`config.mk`:
```
export PLATFORM = sky130hd
export DESIGN_NAME = uart_receiver
export DESIGN_NICKNAME = d
export VERILOG_FILES = /design/src/rtl/uart_receiver.sv
export SDC_FILE = /design/constraint.sdc
export NUM_CORES = 1
export LEC_CHECK = 0
export ABC_AREA = 1
export CAP_MARGIN = 20
export CORE_ASPECT_RATIO = 0.9
export CORE_MARGIN = 2
export CORE_UTILIZATION = 27
export CTS_CLUSTER_DIAMETER = 40
export DETAILED_ROUTE_END_ITERATION = 8
export PLACE_DENSITY_LB_ADDON = 0.2
export SYNTH_ARGS = -nofsm -noshare
export SYNTH_HDL_FRONTEND = slang
export SYNTH_SLANG_ARGS = --single-unit
```
`constraint.sdc`:
```
create_clock -name clk -period 2.25 [get_ports clk]
set_input_delay 0.3375 -clock clk [delete_from_list [all_inputs] [get_ports clk]]
set_output_delay 0.3375 -clock clk [all_outputs]
set_load 0.01 [all_outputs]
```
`src/rtl/uart_receiver.sv`:
```
// 8N1 UART receive path: two-flop synchronizer, start-bit validation at mid-bit,
// LSB-first data sampling and stop-bit check, with a one-cycle valid pulse per good byte.
module uart_receiver #(
    parameter int CLKS_PER_BIT = 868
) (
    input  logic       clk,
    input  logic       reset,
    input  logic       rx,
    output logic [7:0] rx_data,
    output logic       rx_valid,
    output logic       rx_busy,
    output logic       framing_err
);

    localparam int CW = $clog2(CLKS_PER_BIT);
    localparam logic [CW-1:0] BIT_LAST  = CW'(CLKS_PER_BIT - 1);
    localparam logic [CW-1:0] HALF_LAST = CW'(CLKS_PER_BIT / 2 - 1);
    localparam logic [CW-1:0] CNT_ONE   = {{(CW-1){1'b0}}, 1'b1};
    localparam logic [CW-1:0] CNT_ZERO  = {CW{1'b0}};

    typedef enum logic [2:0] {
        IDLE      = 3'd0,
        START     = 3'd1,
        DATA      = 3'd2,
        STOP      = 3'd3,
        WAIT_IDLE = 3'd4
    } state_t;

    state_t        state_r;
    logic [CW-1:0] cnt_r;
    logic [2:0]    idx_r;
    logic [7:0]    shift_r;
    logic          rx_s1_r;
    logic          rx_sync_r;

    // Synchronizer, frame FSM and registered outputs in one clocked process.
    always_ff @(posedge clk) begin
        if (!reset) begin
            state_r     <= IDLE;
            cnt_r       <= CNT_ZERO;
            idx_r       <= 3'd0;
            shift_r     <= 8'h00;
            rx_s1_r     <= 1'b1;
            rx_sync_r   <= 1'b1;
            rx_data     <= 8'h00;
            rx_valid    <= 1'b0;
            rx_busy     <= 1'b0;
            framing_err <= 1'b0;
        end else begin
            rx_s1_r   <= rx;
            rx_sync_r <= rx_s1_r;
            rx_valid  <= 1'b0;
            case (state_r)
                IDLE: begin
                    if (!rx_sync_r) begin
                        state_r <= START;
                        cnt_r   <= CNT_ZERO;
                        rx_busy <= 1'b1;
                    end else begin
                        rx_busy <= 1'b0;
                    end
                end
                START: begin
                    // A start bit still low at mid-bit is genuine; otherwise it was a glitch.
                    if (cnt_r == HALF_LAST) begin
                        if (!rx_sync_r) begin
                            state_r <= DATA;
                            cnt_r   <= CNT_ZERO;
                            idx_r   <= 3'd0;
                        end else begin
                            state_r <= IDLE;
                            rx_busy <= 1'b0;
                        end
                    end else begin
                        cnt_r <= cnt_r + CNT_ONE;
                    end
                end
                DATA: begin
                    if (cnt_r == BIT_LAST) begin
                        shift_r[idx_r] <= rx_sync_r;
                        cnt_r          <= CNT_ZERO;
                        if (idx_r == 3'd7) begin
                            state_r <= STOP;
                        end else begin
                            idx_r <= idx_r + 3'd1;
                        end
                    end else begin
                        cnt_r <= cnt_r + CNT_ONE;
                    end
                end
                STOP: begin
                    if (cnt_r == BIT_LAST) begin
                        cnt_r   <= CNT_ZERO;
                        rx_busy <= 1'b0;
                        if (rx_sync_r) begin
                            rx_data     <= shift_r;
                            rx_valid    <= 1'b1;
                            framing_err <= 1'b0;
                            state_r     <= IDLE;
                        end else begin
                            framing_err <= 1'b1;
                            state_r     <= WAIT_IDLE;
                        end
                    end else begin
                        cnt_r <= cnt_r + CNT_ONE;
                    end
                end
                WAIT_IDLE: begin
                    // A held-low line (break) must return high before a new frame can start.
                    if (rx_sync_r) begin
                        state_r <= IDLE;
                    end else begin
                        state_r <= WAIT_IDLE;
                    end
                end
                default: begin
                    state_r <= IDLE;
                    cnt_r   <= CNT_ZERO;
                    idx_r   <= 3'd0;
                    rx_busy <= 1'b0;
                end
            endcase
        end
    end

endmodule

```
Word-level counts from Yosys, hierarchy flattened
Index checks and enable logic that the tools add are counted.
{"block": "classes", "addsub": 2, "order_cmp": 2, "eq_ne": 15, "muxes": 26, "bitwise_logic": 2, "n_reduce_logical": 12}
{"operator": "$pmux W10 S4", "n": 1}
{"operator": "$mux W10", "n": 3}
{"operator": "$mux W3", "n": 10}
{"operator": "$ne A2 B2 Y1 const B", "n": 8}
{"operator": "$pmux W3 S5", "n": 1}
{"operator": "$add A10 B1 Y10 const B", "n": 1}
{"operator": "$eq A10 B10 Y1 const B", "n": 1}
{"operator": "$eq A10 B9 Y1 const B", "n": 1}
{"operator": "$reduce_and A5 Y1", "n": 2}
{"operator": "$pmux W3 S3", "n": 1}
{"operator": "$bwmux W8", "n": 1}
{"operator": "$eq A3 B2 Y1 const B", "n": 2}
{"operator": "$eq A3 B3 Y1 const B", "n": 2}
{"operator": "$mux W1", "n": 6}
{"operator": "$reduce_and A3 Y1", "n": 2}
{"operator": "$lt A3 B4 Y1 const B", "n": 1}
{"operator": "$pmux W1 S4", "n": 1}
{"operator": "$reduce_and A2 Y1", "n": 2}
{"operator": "$reduce_and A4 Y1", "n": 1}
{"operator": "$reduce_or A2 Y1", "n": 2}
{"operator": "$add A3 B1 Y3 const B", "n": 1}
{"operator": "$demux W1 S3", "n": 1}
{"operator": "$eq A3 B1 Y1 const B", "n": 1}
{"operator": "$ge A3 B1 Y1 const B", "n": 1}
{"operator": "other kinds (5)", "n": 6}
{"block": "word_totals", "ff_bits": 37, "inputBits": 3}

Depth between registers and ports, before layout
{"block": "depth", "ltp_word": 5, "depth_mapped": 12, "mapped_depth_nobuf": 11}

Least setup slack after synthesis
Ideal clock, no wire load.
{"block": "synth_path", "kind": "register to register", "start": "register cnt_r[0]", "end": "register cnt_r[2]", "setup_ns": 0.117, "arrival_ns": 1.441, "t_required_ns": 2.133, "path_slack_ns": 0.691, "stages_incl_launch_ff": 12, "path_buffers": 1, "period_less_slack_ns": 1.559, "path_cell_list": "dfxtp_1 -> ha_1 -> nand2_1 -> nor2_2 -> nand4_4 -> nand2_4 -> nand2_2 -> buf_6 -> nand2_2 -> nand2_1 -> nor2_1 -> nor2_1"}
{"block": "synth_between", "elab_chain_cells": 3, "elab_cells_between_ends": 6}
{"element": "start, declared", "line": "30", "text": "logic [CW-1:0] cnt_r;"}
{"element": "start signal, assigned", "line": "75", "text": "cnt_r <= cnt_r + CNT_ONE;"}
{"element": "start signal, assigned", "line": "88", "text": "cnt_r <= cnt_r + CNT_ONE;"}
{"element": "start signal, assigned", "line": "105", "text": "cnt_r <= cnt_r + CNT_ONE;"}
{"element": "$add A10 B1 Y10, or another cell as far along", "line": "75, 88, 105"}
{"element": "$mux W10, on equally long branches", "line": "79, 92, 65"}
{"element": "$pmux W10 S4 *", "line": "53", "text": "case (state_r)"}
Every way passes the cells marked *; elsewhere a longest branch is shown, timed or not.
A chain may end at the register's enable or synchronous reset.

Worst setup path in the final report
{"block": "layout_path", "start": "register cnt_r[0]", "end": "register idx_r[2]"}
{"block": "layout_between", "elab_chain_cells": 3, "elab_cells_between_ends": 5}
{"element": "$eq A10 B10 Y1 / $eq A10 B9 Y1 (equally long branches)", "line": "79, 65"}
{"element": "$ne A2 B2 Y1 (no source line)"}
{"element": "$reduce_and A5 Y1 (no source line) *"}
{"element": "end signal, assigned", "line": "85", "text": "idx_r <= idx_r + 3'd1;"}
{"element": "end, declared", "line": "31", "text": "logic [2:0] idx_r;"}
Marks and branches as above.

==> flow_summary.ini <==
[clock_tree]
cts.sinks = 37
ctsHoldBuffers = 0
ctsRootBufferMaster = clkbuf_8
cts_tree = done
clkTransAtPathRegs_ns = 0.08
clk_latency_ns = 0.29
cts_buffers = 5
cts_setup_buffers = 0
cts_max_level = 2
ctsResizeCount = 0
clockBufferDepth = 2

[detailed_routing]
routed_wirelength_um = 4670
wire_per_inst_um = 11.5
drc = 0
ant_nets = 0
drtIter0Drc = 118
num_vias = 1803
viasPerCell = 4.43
dr.pass1.iters = 4

[global_routing]
grt_pass1_vias = 1581
antenna_found_initial = 0
grt_start_max_net_pins = 28
grt_usage = 0.126
grt_pass1_wl_um = 7840
grt_overflow = 0

[setup_path]
critPathTopFamily = simple AND/OR/NAND/NOR gates
cpMostUsedCell = nand2_1
slowest_stage = dfxtp_1
worstReg2RegEnd = idx_r[2]
endpoint_kind = flop
crit_chain = ha_1 -> nand2_1 -> nor2_2 -> nand4_4 -> nand2_4 -> nand2_2 -> inv_1 -> nand3_1 -> nand2_1 -> nor2_1
required_ns = 2.42
reg2reg_depth = 10
timing.rr.start = cnt_r[0]
timing.setup.critical_path_class = flop to flop
critPathLaunchType = flop
path_max_fanout = 11
cp.arrival_ns = 1.94
reg2reg_slack_ns = 0.48
max_stage_delay_ns = 0.42
crit_buf_inv = 1

[floorplan]
row_count = 29
boundaryPins = 14
initial_utilization = 0.280
coreArea_sq_um = 7110
die_area_sq_um = 8080
dieHeight_um = 85.5
die_w_um = 94.5

[layout]
drive_gt1_frac = 0.121
syn2layout_area_growth_pct = 15.3
fin_cells = 407
nFillCells = 797
n_antenna_cell = 0
fin_nets = 320

[placement]
numPortBuffers = 13
gpl.final_weighted_congestion = 0.847
pre_cts_ws_ns = 0.469
hpwl_um = 3440
dpl.cell_count = 399

[timing]
fin_crit_sh = 0.787
worstMarginPinSlew_ns = 0.443
slew_headroom = 0.702
timing_hold_violations_final = 0
setup_viol = 0
finalSetupTns_ns = 0
slew_viol_final = 0
clock_skew_ns = 0.00756
fin_hold_ws_ns = 0.420
rsz0062_at_grt = no
setup_ws_ns = 0.480
fmax_mhz = 565
post-route-min-period_ns = 1.77

[flow_run]
drv_cap = 0

[hold_path]
holdPathStages = 1
hp-class = flop to flop
hold-path-endpoint = rx_sync_r
min_from = rx_s1_r

[synth]
netlist.area_leader.share = 0.372
synth_flop_cell = dfxtp_1
syn_inst = 298
yosysSeqAreaShare = 0.372
synth.distinct_cells = 31
synth.largest_area_cell = dfxtp_1
syn_nets = 305
synthTopCellsByArea = dfxtp_1, nand2_1, nand3_1
synth_seq_cells = 37
yosys_warnings = 0
async_flop_share = 0
synth.avg_cell_area_sq_um = 6.68
syn_area_sq_um = 1990
synth_edf_count = 0

[power_and_ir_drop]
clockPowerShare = 0.235
ir_drop_v = 0.000494
p_leak_uw = 0.00103
swShare = 0.419
power_density_nw_per_um2 = 857
power_frac_seq = 0.398
p_comb_frac = 0.367
power.internal_uw = 1140
switchingPower_uw = 826

[outcome]
outcome = complete, no violations
## stage by stage
step                      instance area, sq um   util  total power, uW
after floorplan                           1990      -             1370
after global placement                    2210  0.311             1530
after detailed placement                  2210  0.311             1520
after CTS                                 2300  0.323             2000
after global routing                      2300  0.323             2130
final                                     2300  0.323             1970
## synthesized netlist by cell type (2+ instances only)
| cell | instances |
|---|---|
| a21oi_1 | 12 |
| buf_2 | 4 |
| buf_4 | 2 |
| dfxtp_1 | 37 |
| ha_1 | 4 |
| inv_1 | 31 |
| inv_2 | 7 |
| nand2_1 | 82 |
| nand2_2 | 5 |
| nand3_1 | 29 |
| nand3_2 | 2 |
| nand3b_1 | 2 |
| nand4_1 | 3 |
| nor2_1 | 38 |
| nor2_2 | 6 |
| nor2_4 | 2 |
| nor3_1 | 4 |
| o21ai_0 | 12 |
| or2_2 | 2 |
| xor2_1 | 3 |
## sequential cells by signal, indices dropped and copies added, names as in the netlist, 3 cells and up
name     flops
shift_r      8
cnt_r       10
idx_r        3
state_r      3
rx_data      8
## worst max-delay path by stage
stage	start	endpoint	slack [ns]	cells after the start
final	cnt_r[0]	idx_r[2]	0.48	10
after global routing	cnt_r[0]	shift_r[2]	0.27	7
after CTS	cnt_r[0]	idx_r[2]	0.45	10
after detailed placement	cnt_r[0]	idx_r[2]	0.47	10
after global placement	cnt_r[0]	idx_r[1]	0.51	10
after floorplan	cnt_r[0]	cnt_r[2]	0.69	11
## area by class of cell
| type | count | area, sq um | area share |
|---|---|---|---|
| clock buffers | 5 | 68.8 | 0.0300 |
| clock inverters | 3 | 17.5 | 0.00763 |
| inverters | 39 | 146 | 0.0637 |
| multi-input cells | 214 | 1050 | 0.459 |
| flip-flops and latches | 37 | 741 | 0.322 |
| well taps | 93 | 116 | 0.0507 |
| repair buffers | 16 | 153 | 0.0664 |
## power by group through the flow
stage                     Sequential, uW  Clock, uW  Combinational, uW
after floorplan                      781          0                590
after global placement               795          0                737
after detailed placement             798          0                723
after CTS                            782        487                727
after global routing                 792        518                824
final                                784        463                722
## worst register-to-register path, stage by stage, from the launching register on
cell and delay, ns:
dfxtp_1 0.42, ha_1 0.25, nand2_1 0.08, nor2_2 0.13
nand4_4 0.18, nand2_4 0.13, nand2_2 0.17, inv_1 0.12
nand3_1 0.07, nand2_1 0.07, nor2_1 0.03
## cells by family after synthesis
| family | synth area share |
|---|---|
| XOR/XNOR | 0.0132 |
| AO/OA/AOI/OAI | 0.0785 |
| adder cells (fa/ha/maj) | 0.0251 |
| AND/OR/NAND/NOR | 0.413 |
| buffers and inverters | 0.0986 |
| flip-flops | 0.372 |
## cell usage in the layout, fill, tap and decap left out, types with 2 or more instances in the layout
master	Yosys	routed
nor2_4	2	2
buf_4	2	3
nand3b_1	2	2
a21oi_1	12	12
nor3_1	4	4
nand2_2	5	5
dfxtp_1	37	37
nor2_1	38	38
nand3_2	2	2
inv_1	31	31
nand3_1	29	29
o21ai_0	12	12
clkinv_2	0	2
nor2_2	6	6
or2_2	2	2
ha_1	4	4
nand4_1	3	3
clkdlybuf4s50_1	0	13
nand2_1	82	82
xor2_1	3	3
clkbuf_8	0	5
inv_2	7	7
## layer usage
metal | share of wire | up-vias | wire [um] | GRT usage
li1 | - | 963 | - | -
met1 | 0.55 | 803 | 2590 | 0.192
met2 | 0.40 | 35 | 1870 | 0.171
met3 | 0.036 | 2 | 167 | 0.0275
met4 | 0.0090 | 0 | 42 | 0.0474
met5 | 0 | - | 0 | 0
No activity file was read; power rests on OpenSTA's default activity.
==> variant: new RTL, same flow settings <==
Set the parameter `CLKS_PER_BIT` to 434 (it was 868).
--- a/src/rtl/uart_receiver.sv
+++ b/src/rtl/uart_receiver.sv
@@ -1,7 +1,7 @@
 // 8N1 UART receive path: two-flop synchronizer, start-bit validation at mid-bit,
 // LSB-first data sampling and stop-bit check, with a one-cycle valid pulse per good byte.
 module uart_receiver #(
-    parameter int CLKS_PER_BIT = 868
+    parameter int CLKS_PER_BIT = 434
 ) (
     input  logic       clk,
     input  logic       reset,
Formal check against the unedited RTL: same outputs for any inputs over 10 cycles, from zero or initial values and one cycle with reset low; that may be too few to reach the edited logic, so the function may still have changed.
==> variant against the unedited design <==
Setup slack improved by 12 ps; cell area rose by 1.7%; sequential share of layout area fell by 1.4 points; global-route usage rose by 0.40 points; area after synthesis rose by 1.6%; sequential cell count fell by 1; routed wire length rose by 3.5%; count of clock-buffer cells in the layout rose by 2; largest cell class unchanged.
Power is not compared: it rests on default switching activity, and its combinational part moved more than twofold at a synthesized area within 25%.
==> variant: results (changes against the unedited design) <==
* **status** completed
* **combined global-route utilization of all metal layers** 13.0%, +0.40 points
* **delay of the slowest cell on the worst path** 350 ps, -70 ps
* **first-pass GRT wire length** 8270 um, +5.5%
* **number of port buffers** 13, unchanged
* **Least-Margin Pin Slew** 393 ps, -50.4 ps
* **share of synthesized area occupied by flip-flops and latches** 35.6%, -1.6 points
* **layout cells sized above 1** 9.76%, -2.3 points
* **postcts setup bufs** 0, unchanged
* **biggest registers after layout** cnt_r (9), rx_data (8), shift_r (8)
* **final wirelength** 4830 um, +3.5%
* **post-synthesis share of cell area spent on full adders, half adders and majority gates** 3.09%, +0.58 points
* **number of global-route vias before repair** 1662, +5.1%
* **Final HPWL DP** 3500 um, +1.9%
* **setup skew after layout** 4.79 ps, -2.76 ps
* **via density per instance** 4.43, about the same
* **Detailed Route Iter0 Violations** 115, -2.5%
* **largest net degree at the start of global routing** 20, -29%
* **data arrival time of the critical path** 1990 ps, +50 ps
* **net count of the finished layout** 335, +4.7%
* **largest fanout on the critical path** 5, -6
* **XOR/XNOR Fraction of Synth Area** 0.433%, -0.89 points
* **fraction of post-synthesis cell area in the top cell type by area** 35.6%, -1.6 points
* **syn_nets** 319, +4.6%
* **Netlist cell types** 28, -9.7%
[variant: cell count changes after synthesis, sizes merged, moves of 3 or more]
cell   before  now
a21oi      12    9
inv        38   41
nand2      88  108
nand3      31   35
[variant: through the flow]
step           cells  setup slack (ps)  hold slack, ps  utilization [%]  cell area, um^2
3_3_place_gp     413               548             413             31.4             2240
5_1_grt          421               320             452             32.7             2340
2_1_floorplan    311               774             393                -             2020
3_5_place_dp     413               539             415             31.4             2240
6_report         421               492             429             32.7             2340
4_1_cts          421               514             437             32.7             2340
[variant: layer usage]
layer | vias up | global-route usage (%) | part of all wire, %
met2 | 38 | 17.6 | 39
met1 | 822 | 19.7 | 55
met4 | 0 | 5.14 | 1.3
li1 | 1001 | - | -
met3 | 4 | 2.81 | 4.6
met5 | - | 0 | 0
[variant: cell families (layout without fill, tap and decap cells)]
logic type,Yosys count,after routing
buf+inv,49,66
flops,36,36
simple gates,198,198
compound gates,22,22
fa+ha+maj,5,5
xor+xnor,1,1
[variant: cell type report]
cell class	count	area (um^2)
clock buffers	7	86.3
clock inverters	1	7.51
fillers	790	4810
inverters	42	158
multi-input cells	226	1090
flip-flops and latches	36	721
well taps	93	116
repair buffers	16	153
[variant: worst paths after layout]
kind	end	slack, ps
max reg2reg	cnt_r[6]$_SDFFE_PN0N_	490
min	rx_sync_r$_SDFF_PN1_	430
min reg2reg	rx_sync_r$_SDFF_PN1_	430
max	cnt_r[6]$_SDFFE_PN0N_	490
[variant: power by group through the flow]
stage                     combinational, uW  sequential (uW)  clock [uW]
after detailed placement                251              701           0
after global routing                    293              691         546
after global placement                  254              701           0
final                                   252              687         485
after CTS                               252              686         513
after floorplan                         204              694           0
